===== config.mk =====
export PLATFORM = sky130hd
export DESIGN_NAME = delay_write_unit
export DESIGN_NICKNAME = d
export VERILOG_FILES = /design/src/rtl/cpu_pkg.sv /design/src/rtl/delay_req_fifo.sv /design/src/rtl/delay_write_unit.sv
export SDC_FILE = /design/constraint.sdc
export NUM_CORES = 1
export LEC_CHECK = 0
export ABC_AREA = 1
export CAP_MARGIN = 20
export CORE_MARGIN = 2
export CORE_UTILIZATION = 55
export CTS_BUF_LIST = sky130_fd_sc_hd__clkbuf_8
export CTS_CLUSTER_DIAMETER = 30
export CTS_CLUSTER_SIZE = 8
export DETAILED_ROUTE_END_ITERATION = 12
export GPL_ROUTABILITY_DRIVEN = 1
export HOLD_SLACK_MARGIN = 0.03
export PLACE_DENSITY = 0.79
export SLEW_MARGIN = 25
export SYNTH_ARGS = -nofsm -noshare
export SYNTH_HDL_FRONTEND = slang
export SYNTH_SLANG_ARGS = --single-unit

===== constraint.sdc =====
create_clock -name clk -period 3.8 [get_ports clk]
set_input_delay 1.14 -clock clk [delete_from_list [all_inputs] [get_ports clk]]
set_output_delay 1.14 -clock clk [all_outputs]
set_load 0.01 [all_outputs]

===== src/rtl/cpu_pkg.sv =====
// rtl/cpu_pkg.sv - shared delayed-write field positions, FSM states and request type
package cpu_pkg;
  localparam int DELAY_CNT_MSB  = 23;
  localparam int DELAY_CNT_LSB  = 16;
  localparam int DELAY_VAL_MSB  = 15;
  localparam int DELAY_VAL_LSB  = 8;
  localparam int DELAY_ADDR_MSB = 7;
  localparam int DELAY_ADDR_LSB = 0;

  typedef enum logic [1:0] {IDLE, COUNT, FIRE} dly_state_t;

  typedef logic [23:0] delay_req_t;
endpackage


===== src/rtl/delay_req_fifo.sv =====
// rtl/delay_req_fifo.sv - DEPTH-entry request queue with wrap-bit pointers and sync clear
module delay_req_fifo
  import cpu_pkg::*;
#(
  parameter int DEPTH = 4,
  parameter int PW    = 2
) (
  input  logic        clk,
  input  logic        rst_n,
  input  logic        clr,
  input  logic        push,
  input  logic        pop,
  input  delay_req_t  din,
  output delay_req_t  dout,
  output logic        full,
  output logic        empty,
  output logic [PW:0] count
);
  delay_req_t  r_mem [DEPTH];
  logic [PW:0] r_wptr;
  logic [PW:0] r_rptr;
  logic        w_do_push;
  logic        w_do_pop;

  assign count     = r_wptr - r_rptr;
  assign full      = (count == (PW+1)'(DEPTH));
  assign empty     = (count == '0);
  assign w_do_pop  = pop && !empty;
  // A pop at the same edge frees the slot a push into a full queue needs.
  assign w_do_push = push && (!full || w_do_pop);
  assign dout      = r_mem[r_rptr[PW-1:0]];

  always_ff @(posedge clk or negedge rst_n) begin
    if (!rst_n) begin
      r_wptr <= '0;
      r_rptr <= '0;
    end else if (clr) begin
      r_wptr <= '0;
      r_rptr <= '0;
    end else begin
      if (w_do_push) r_wptr <= r_wptr + 1'b1;
      if (w_do_pop)  r_rptr <= r_rptr + 1'b1;
    end
  end

  always_ff @(posedge clk) begin
    if (w_do_push && !clr) r_mem[r_wptr[PW-1:0]] <= din;
  end
endmodule


===== src/rtl/delay_write_unit.sv =====
// rtl/delay_write_unit.sv - queues delayed-write requests, counts each down, then issues the write
module delay_write_unit
  import cpu_pkg::*;
#(
  parameter int DEPTH = 4,
  parameter int PW    = 2
) (
  input  logic          clk,
  input  logic          rst_n,
  input  logic          delay,
  input  logic [23:0]   delay_data,
  input  logic          flush,
  input  logic          wr_ready,
  output logic          wr_en,
  output logic [7:0]    wr_addr,
  output logic [7:0]    wr_data,
  output logic [23:0]   indelay_data,
  output logic [PW:0]   pending,
  output logic          full,
  output logic          overflow
);
  dly_state_t  r_state;
  logic [7:0]  r_cnt;
  logic        r_wr_en;
  logic [7:0]  r_wr_addr;
  logic [7:0]  r_wr_data;
  logic        r_overflow;
  delay_req_t  w_head;
  logic        w_full;
  logic        w_empty;
  logic        w_push;
  logic        w_pop;

  // Flush wins over both a push and a completing write at the same edge.
  assign w_push = delay && !flush;
  assign w_pop  = (r_state == FIRE) && wr_ready && !flush;

  delay_req_fifo #(.DEPTH(DEPTH), .PW(PW)) u_fifo (
    .clk   (clk),
    .rst_n (rst_n),
    .clr   (flush),
    .push  (w_push),
    .pop   (w_pop),
    .din   (delay_data),
    .dout  (w_head),
    .full  (w_full),
    .empty (w_empty),
    .count (pending)
  );

  always_ff @(posedge clk or negedge rst_n) begin
    if (!rst_n) begin
      r_state    <= IDLE;
      r_cnt      <= '0;
      r_wr_en    <= 1'b0;
      r_wr_addr  <= '0;
      r_wr_data  <= '0;
      r_overflow <= 1'b0;
    end else begin
      if (w_push && w_full && !w_pop) r_overflow <= 1'b1;
      if (flush) begin
        r_state <= IDLE;
        r_cnt   <= '0;
        r_wr_en <= 1'b0;
      end else begin
        case (r_state)
          IDLE: if (!w_empty) begin
            r_state <= COUNT;
            r_cnt   <= w_head[DELAY_CNT_MSB:DELAY_CNT_LSB];
          end
          COUNT: if (r_cnt == '0) begin
            r_state   <= FIRE;
            r_wr_en   <= 1'b1;
            r_wr_addr <= w_head[DELAY_ADDR_MSB:DELAY_ADDR_LSB];
            r_wr_data <= w_head[DELAY_VAL_MSB:DELAY_VAL_LSB];
          end else begin
            r_cnt <= r_cnt - 1'b1;
          end
          FIRE: if (wr_ready) begin
            r_state <= IDLE;
            r_wr_en <= 1'b0;
          end
          default: r_state <= IDLE;
        endcase
      end
    end
  end

  always_comb begin
    indelay_data = '0;
    case (r_state)
      COUNT, FIRE: indelay_data = {r_cnt, w_head[DELAY_VAL_MSB:DELAY_VAL_LSB],
                                   w_head[DELAY_ADDR_MSB:DELAY_ADDR_LSB]};
      IDLE:        if (!w_empty) indelay_data = w_head;
      default:     indelay_data = '0;
    endcase
  end

  assign wr_en    = r_wr_en;
  assign wr_addr  = r_wr_addr;
  assign wr_data  = r_wr_data;
  assign full     = w_full;
  assign overflow = r_overflow;
endmodule


==> key figures, run 1 <==
Final layout
  • Share of post-route cells with drive strength above 1: 0.1288
  • Final instance area: 7166 sq um
  • Final Net Count: between 600 and 700
  • Fill cells: 734
  • Antenna cells: 0
  • Area Growth Syn to Fin: 22.45%

Synthesis
  • Synth cell types: 34
  • Average size of a mapped cell: 10.52 sq um
  • Share of the synthesized area in the top cell type: 0.4926
  • Commonest cells in the synthesized netlist: nand2_1 (123), edfxtp_1 (96), nor2_1 (73), o21ai_0 (54), dfrtp_1 (34)
  • Synth Flop Type: edfxtp_1
  • Post-Syn Area: 5852 sq um
  • FF+latch count, synth: 130
  • Yosys Warn Count: 0
  • Register area share after synthesis: 0.6380
  • Number of synthesized flops with an enable pin: 96
  • Syn nets: 599
  • Top-count cell post-synth: nand2_1
  • Post-synth top area cell: edfxtp_1
  • Ranking of synthesized cells by area: edfxtp_1 (49%), dfrtp_1 (15%), nand2_1 (7.9%)
  • Synth Instances: 556
  • Post-synth ARST share: 0.2615

Placed design
  • Detail Placement HPWL: 8.379 mm
  • IO Port Bufs: 74
  • Cell Area, Placed: 6735 sq um
  • Placer Congestion: slightly below 0.9

Flow run
  • Max-Cap Viols: 0

Clocking
  • CTS Sinks: 130
  • Clk slew on worst S/H paths: 0.09 ns
  • CTS root buf: clkbuf_8
  • H-tree levels: 4
  • CTS tree: done
  • Worst skew pair latency: 0.42 ns
  • CTS buffer count: 17
  • CTS Buffer Depth: 2
  • Cts-stage hold buffer count: 0

Power and ir drop
  • VDD IR-drop max: 0.0003586 V
  • PD cells: 646.0 nW/um^2
  • Leakage power: 3.053 nW

Route
  • DR pass1 iterations: 5
  • Drt via density: ~5.5
  • Via count: 4321
  • Final ANT Viol Nets: 0
  • 1st-iter DRT viols: 346
  • Total routed wirelength: 12.98 mm
  • DRC: 0
  • Avg WL per Cell: 16.47 microns

Worst setup path
  • Critical path class: flip-flop to primary output
  • CP required: 2.66 ns
  • Worst Path Arrival: approximately 2.5 ns
  • CP Capture Type: primary output
  • Critical Path Fanout Max: 7
  • Worst Setup Start Kind: flip-flop

Global route
  • Initial antenna violation count: 0
  • Largest net degree at the start of global routing: 51
  • First-pass GRT wire length: about 21 mm
  • Grt total ovfl: 0
  • Vias in the first global route: ~4100
  • GRT Overall Usage: 0.2387

Timing
  • Clock skew: 0.01268 ns
  • Period utilization: 0.9566
  • Final number of max-transition violations: 0
  • Setup_tns: 0 ns
  • Least-Margin Pin Slew: 0.4995 ns
  • Max Fclk: 0.2751 GHz
  • RSZ-0062 raised after global routing: false
  • Min Tclk post-route: 3.635 ns
  • Hold Fails Final Rpt: 0
  • Worst relative slew slack: 0.6665
  • Hold WS: 0.4803 ns
  • Setup Viol. Count Final: 0

Die
  • Die width: 107.2 microns
  • Die area: approximately 11000 sq um
  • Cell Rows: 37
  • Core ar.: 10320 sq um
  • Initial Util: 0.5668
  • I/O pins: 75
  • Chip height: about 110 microns

Worst hold path
  • Worst hold path class: flip-flop to flip-flop

Status
  • Outcome: finished, final reports clean
-- final cells by class --
type	instances	area, sq um	area share
Multi-Input combinational cell	363	1876	0.2617
Sequential cell	130	3734	0.5210
Clock buffer	17	234.0	0.03265
Clock inverter	15	190.2	0.02654
Inverter	41	153.9	0.02148
Timing Repair Buffer	86	808.3	0.1128
Tap cell	136	170.2	0.02375
-- what timing repair did --
item	in CTS	in global routing
endpoints found under the setup margin	24	3
cloned	0	0
buffers inserted	1	0
pin swaps	1	0
resized for setup	30	2
-- cell usage in the layout, fill, tap and decap left out, types with 2 or more instances in the layout --
cell type and instances:
nand3_2 3, or2_2 3, inv_6 8, edfxtp_1 96, o21ai_0 53, buf_4 11, bufinv_16 2, dfrtp_1 34
nor2_2 5, o21ai_1 2, clkdlybuf4s50_1 50, nand2_2 4, inv_8 2, nand3_1 20, a21oi_1 11, clkbuf_8 17
nand4_1 5, nor2_1 70, ha_1 13, o22ai_1 16, o21ai_2 6, clkinv_8 2, and3_1 16, inv_1 30
dlygate4sd2_1 23, nand2_1 122, inv_2 11, nor2_4 2, or2_1 2
-- critical path: stages (launching register included) --
cell           delay, ns
dfrtp_1             0.39
inv_1               0.11
ha_1                0.17
fa_1                0.42
nand2_1             0.09
inv_2               0.06
nand3_2             0.11
nand2_4             0.09
inv_2               0.13
nand2_1             0.07
a21oi_1             0.15
dlygate4sd2_1       0.29
-- layer usage --
layer / share of wire / GRT usage / up-vias
li1: - / - / 2058
met3: 0.064 / 0.04985 / 8
met4: 0.0067 / 0.08627 / 0
met1: 0.43 / 0.3208 / 2094
met2: 0.50 / 0.3865 / 161
met5: 0 / 0 / -
-- path summary, 6_finish.rpt --
path                             startpoint             endpoint  slack, ns  cells past startpoint
setup reg to reg           u_fifo.r_wptr[0]  u_fifo.r_mem[0][11]       1.37                      9
min in group asynchronous             rst_n             r_cnt[5]       1.12                      2
setup / recovery           u_fifo.r_wptr[0]     indelay_data[17]       0.16                     11
hold / removal                     overflow             overflow       0.48                      1
max in group asynchronous             rst_n             r_cnt[0]       2.35                      2
hold reg to reg                    overflow             overflow       0.48                      1
-- logic make-up after synthesis --
| family | count (synthesis) | share of synthesized area |
|---|---|---|
| compound gates | 90 | 0.08681 |
| xor+xnor | 2 | 0.002994 |
| fa+ha+maj | 14 | 0.03122 |
| buf+inv | 63 | 0.04640 |
| flops | 130 | 0.6380 |
| simple gates | 257 | 0.1946 |
-- where the power goes --
group / internal, mW / switching, mW / total [mW]
Sequential: 1.70 / 0.104 / 1.80
Combinational: 0.680 / 0.925 / 1.60
Clock: 0.618 / 0.606 / 1.22
Total: 2.99 / 1.63 / 4.63
-- through the flow --
| stage | std cells | setup WS (ns) | util | power [mW] |
|---|---|---|---|---|
| finish | 788 | 0.1648 | 0.6941 | 4.629 |
| global route | 788 | 0.004495 | 0.6941 | 4.907 |
| CTS | 788 | 0.05706 | 0.6935 | 4.656 |
| detailed placement | 755 | 0.1346 | 0.6524 | 3.496 |
| global placement | 755 | 0.2715 | 0.6524 | 3.452 |
| floorplan | 556 | 0.5985 | - | 2.776 |
-- sequential cells by signal (all words and copies together) (netlist names) --
name / cells
wr_data: 8
wr_addr: 8
u_fifo.r_rptr: 3
u_fifo.r_wptr: 3
u_fifo.r_mem: 96
overflow: 1
r_state: 2
wr_en: 1
r_cnt: 8
Power figures use the tool's default switching activity.
==> inputs of run 2 (changes only) <==
Settings changed: CORE_ASPECT_RATIO set to 1.4.
==> key figures, run 2 (synthesized netlist as in run 1, its figures left out) <==
Power and ir drop
  • Switching part of the total: 0.3481
  • VDD IR-drop max: 0.0004537 V
  • Design Power: 4.713 mW
  • Sw Pwr: 1.640 mW
  • Leakage power: 3.060 nW
  • Comb pwr share: 0.364
  • Sequential power share: 0.382
  • Internal power: 3.073 mW
  • Clk pwr share: 0.255
  • PD cells: 653.3 nW/um^2

Final layout
  • Final instance area: 7214 sq um
  • Storage cell area: around 3700 sq um
  • Antenna cells: 0
  • Commonest non-fill, non-tap cell in the layout: nand2_1
  • Area of the multi-input gates: 1894 sq um
  • Share of post-route cells with drive strength above 1: 0.1344
  • Fill cells: 787
  • Area Growth Syn to Fin: 23.28%
  • Commonest cells after routing, fill and taps aside: nand2_1 (122), edfxtp_1 (96), nor2_1 (70)
  • Final Net Count: 685
  • Max reg flops: 96

Clocking
  • CTS buffer count: 17
  • CTS Buffer Depth: 2
  • CTS root buf: clkbuf_8
  • Cts-stage hold buffer count: 0
  • Clk slew on worst S/H paths: 0.08 ns
  • CTS tree: done
  • Worst skew pair latency: 0.43 ns
  • CTS Sinks: 130
  • H-tree levels: 4

Global route
  • GRT Overall Usage: 0.2410
  • Largest net degree at the start of global routing: 51
  • Vias in the first global route: ~4300
  • Grt total ovfl: 0
  • Initial antenna violation count: 0
  • First-pass GRT wire length: 21.29 mm

Route
  • Via count: 4286
  • 1st-iter DRT viols: 338
  • DR pass1 iterations: 5
  • Total routed wirelength: 13.48 mm
  • DRC: 0
  • Drt via density: 5.405
  • Final ANT Viol Nets: 0
  • Avg WL per Cell: 17.00 microns

Timing
  • Setup ws final: -0.01006 ns
  • Least-Margin Pin Slew: 0.8991 ns
  • Max Fclk: 0.2625 GHz
  • Period utilization: 1.003
  • RSZ-0062 raised after global routing: true
  • Setup_tns: -0.01911 ns
  • Clock skew: a little over 0.01 ns
  • Final number of max-transition violations: 0
  • Worst relative slew slack: 0.4006
  • Min Tclk post-route: 3.810 ns
  • Hold Fails Final Rpt: 0
  • Setup Viol. Count Final: 2

Status
  • Outcome: complete, but fails checks
  • Failing checks: negative setup slack

Die
  • Cell Rows: 44
  • Core ar.: 10350 sq um
  • Die width: 91.18 microns
  • I/O pins: 75
  • Initial Util: 0.5654
  • Chip height: 126.0 microns
  • Die area: 11490 sq um

Placed design
  • IO Port Bufs: 74
  • Cell Area, Placed: just under 7000 sq um
  • Detail Placement HPWL: 8.476 mm
  • Placer Congestion: 0.8607

Worst hold path
  • Worst hold path class: flip-flop to flip-flop

Worst setup path
  • Critical Path Fanout Max: 8
  • CP Capture Type: primary output
  • Critical path class: flip-flop to primary output
  • Worst Setup Start Kind: flip-flop
  • Worst Path Arrival: 2.67 ns
  • CP required: 2.66 ns

Flow run
  • Max-Cap Viols: 0
run 2: cell types whose count changed in the layout (fill, tap and decap cells not counted), sizes merged:
cell and change:
dlymetal6s2s +1, clkinv +3, dlygate4sd2 -4, clkdlybuf4s50 +1, clkdlybuf4s15 +1, clkinvlp +4
nand2 +1, bufinv +1, inv -8, buf +3
run 2: power groups by stage:
stage / clock network (mW) / registers, mW / logic, mW
floorplan: 0 / 1.85 / 0.926
global placement: 0 / 1.82 / 1.64
detailed placement: 0 / 1.83 / 1.69
CTS: 1.22 / 1.80 / 1.68
global route: 1.28 / 1.82 / 1.88
finish: 1.20 / 1.80 / 1.71
run 2: what timing repair did:
item / in CTS / in global routing
pin swaps: 2 / 0
cloned: 1 / 0
setup buffers: 2 / 3
hold endpoints to repair: 0 / 0
gates resized for setup: 27 / 7
setup endpoints to repair: 24 / 17
run 2: per-stage QoR:
step / cells / utilization / hold slack (ns) / setup WS (ns)
after global routing: 793 / 0.6971 / 0.4917 / -0.1282
after CTS: 790 / 0.6923 / 0.4776 / -0.1190
after detailed placement: 755 / 0.6503 / 0.4590 / 0.1001
final: 793 / 0.6971 / 0.4738 / -0.01006
after floorplan: 556 / - / 0.4585 / 0.5985
after global placement: 755 / 0.6503 / 0.4557 / 0.2247
run 2: worst max-delay path, cell delays in order (launching register included):
cell and delay [ns]:
dfrtp_1 0.39, inv_1 0.10, ha_1 0.17, fa_1 0.43
nand2_1 0.09, inv_2 0.05, nand3_4 0.07, nand2_4 0.07
nand2_4 0.16, and3_1 0.17, clkdlybuf4s50_1 0.53
run 2: final timing paths:
| check | start | end | slack (ns) | depth (start not counted) |
|---|---|---|---|---|
| hold reg to reg | overflow | overflow | 0.47 | 1 |
| hold / removal | overflow | overflow | 0.47 | 1 |
| setup reg to reg | u_fifo.r_wptr[0] | u_fifo.r_mem[0][20] | 1.28 | 9 |
| max in group asynchronous | rst_n | wr_addr[7] | 2.40 | 1 |
| min in group asynchronous | rst_n | r_cnt[4] | 0.83 | 1 |
| setup / recovery | u_fifo.r_wptr[0] | indelay_data[9] | -0.01 | 10 |
run 2: cell type report:
class                      instances  area share
timing repair buffer              88      0.1162
clock buffer                      17     0.03243
tap                              138     0.02393
clock inverter                    15     0.02532
multi-input combinational        364      0.2626
inverter                          41     0.02203
sequential                       130      0.5175
run 2: layer usage:
metal	global-route usage	part of all wire
met5	0	0
met2	0.4349	0.54
met1	0.2864	0.39
met4	0.08111	0.012
met3	0.04904	0.050
==> inputs of run 3 (changes only) <==
Settings changed: CAP_MARGIN 20 to unset, CORE_UTILIZATION 55 to 57, PLACE_DENSITY 0.79 to 0.82.
==> key figures, run 3 (synthesized netlist as in run 1, its figures left out) <==
Worst setup path
  • Critical path class: flip-flop to primary output
  • Worst Path Arrival: around 2.6 ns
  • Worst R2R Setup Slack: approximately 1.3 ns
  • Worst path max stage delay: 0.50 ns
  • Crit-path slowest cell: fa_1
  • CP Capture Type: primary output
  • Critical path depth: 10
  • Worst r2r path cells: 9
  • Crit path buf inv count: 3
  • Worst Setup Start Kind: flip-flop
  • Critical Path Fanout Max: 8
  • Critical path cell sequence: inv_1, ha_1, fa_1, nand2_1, inv_2, nand3_4, nand2_8, nand2_4, and3_1, dlygate4sd2_1
  • Critical path's top delay family: adder cells
  • CP required: 2.66 ns

Clocking
  • Cts-stage hold buffer count: 0
  • CTS Sinks: 130
  • Clk slew on worst S/H paths: 0.07 ns
  • CTS Buffer Depth: 2
  • Worst skew pair latency: 0.44 ns
  • CTS buffer count: 17
  • CTS root buf: clkbuf_8
  • H-tree levels: 4
  • CTS tree: done

Final layout
  • Commonest cells after routing, fill and taps aside: nand2_1 (122), edfxtp_1 (96), nor2_1 (70)
  • Antenna cells: 0
  • Max reg flops: 96
  • Area Growth Syn to Fin: 21.96%
  • Storage cell area: 3734 sq um
  • Share of post-route cells with drive strength above 1: 0.1244
  • Commonest non-fill, non-tap cell in the layout: nand2_1
  • Area of the multi-input gates: 1903 sq um
  • Final instance area: 7137 sq um
  • Final Net Count: 681
  • Fill cells: 702

Route
  • 1st-iter DRT viols: 295
  • Drt via density: between 5 and 6
  • Avg WL per Cell: 17.48 microns
  • Via count: 4361
  • DR pass1 iterations: 4
  • Total routed wirelength: 13.74 mm
  • DRC: 0
  • Final ANT Viol Nets: 0

Power and ir drop
  • VDD IR-drop max: ~0.00046 V
  • Design Power: 4.607 mW
  • PD cells: ~650 nW/um^2
  • Leakage power: 3.014 nW

Timing
  • Clock skew: between 0.015 and 0.02 ns
  • Final number of max-transition violations: 0
  • Max Fclk: roughly 0.27 GHz
  • Worst relative slew slack: 0.4022
  • Min Tclk post-route: 3.685 ns
  • Period utilization: 0.9698
  • Setup Viol. Count Final: 0
  • Setup_tns: 0 ns
  • RSZ-0062 raised after global routing: false
  • Hold Fails Final Rpt: 0
  • Least-Margin Pin Slew: about 0.90 ns

Global route
  • Vias in the first global route: 4302
  • Grt total ovfl: 0
  • GRT Overall Usage: 0.2617
  • Largest net degree at the start of global routing: 51
  • First-pass GRT wire length: between 20 and 25 mm
  • Initial antenna violation count: 0

Die
  • Die width: 89.64 microns
  • Chip height: 123.9 microns
  • Die area: between 10000 and 15000 sq um
  • Cell Rows: 43
  • Core ar.: 9953 sq um
  • I/O pins: 75
  • Initial Util: 0.5879

Status
  • Outcome: finished, final reports clean

Placed design
  • Cell Area, Placed: 6726 sq um
  • Placer Congestion: 0.8893
  • Detail Placement HPWL: 8.663 mm
  • IO Port Bufs: 74

Worst hold path
  • Worst hold path class: flip-flop to flip-flop
  • Hold Path Depth: 2

Flow run
  • Max-Cap Viols: 0
-- run 3: layer usage --
| metal | share of wire | vias up | routed length, microns | track usage |
|---|---|---|---|---|
| met5 | 0 | - | 0 | 0 |
| met4 | 0.036 | 0 | 498 | 0.1297 |
| met3 | 0.062 | 37 | 849 | 0.06561 |
| met2 | 0.53 | 177 | 7322 | 0.4600 |
| met1 | 0.37 | 2095 | 5066 | 0.2881 |
| li1 | - | 2052 | - | - |
-- run 3: cell type report --
cell class	instances	share of cell area
flip-flops and latches	130	0.5231
multi-input cells	364	0.2667
repair buffers	84	0.1117
clock buffers	17	0.03278
well taps	135	0.02367
inverters	41	0.02191
clock inverters	15	0.02016
-- run 3: final timing paths --
path,from,endpoint
max in group asynchronous,rst_n,u_fifo.r_wptr[0]
worst max-delay path,u_fifo.r_wptr[0],indelay_data[4]
worst min-delay path,wr_addr[7],wr_addr[7]
worst min register to register,wr_addr[7],wr_addr[7]
worst max register to register,u_fifo.r_wptr[0],u_fifo.r_mem[0][10]
min in group asynchronous,rst_n,r_state[0]
-- run 3: worst reg2reg max path: stages (launching register included) --
cell and delay, ns:
dfrtp_1 0.35, inv_1 0.08, ha_1 0.19, fa_1 0.38, nand3_1 0.18, nand2_1 0.13, nand3_1 0.13, nand2_1 0.18
nor2_2 0.13, buf_4 0.36
-- run 3: through the flow --
| stage | worst slack (ns) | cells | hold WS, ns | util |
|---|---|---|---|---|
| floorplan | 0.5985 | 556 | 0.4585 | - |
| global placement | 0.2239 | 752 | 0.4556 | 0.6758 |
| detailed placement | 0.1043 | 752 | 0.4646 | 0.6758 |
| CTS | 0.06649 | 786 | 0.4848 | 0.7168 |
| global route | 0.01699 | 786 | 0.5083 | 0.7170 |
| finish | 0.1147 | 786 | 0.4826 | 0.7170 |
-- run 3: report_power, final --
part | switching (mW) | leakage [nW] | internal, mW
clock | 0.532 | 0.176 | 0.574
sequential | 0.101 | 1.32 | 1.70
combinational | 1.01 | 1.52 | 0.691
-- run 3: timing repair --
item	in CTS	in global routing
gates cloned	1	0
endpoints found under the setup margin	24	1
resized for setup	33	1
pin swaps	2	0
hold endpoints to repair	0	0
setup buffers	1	0
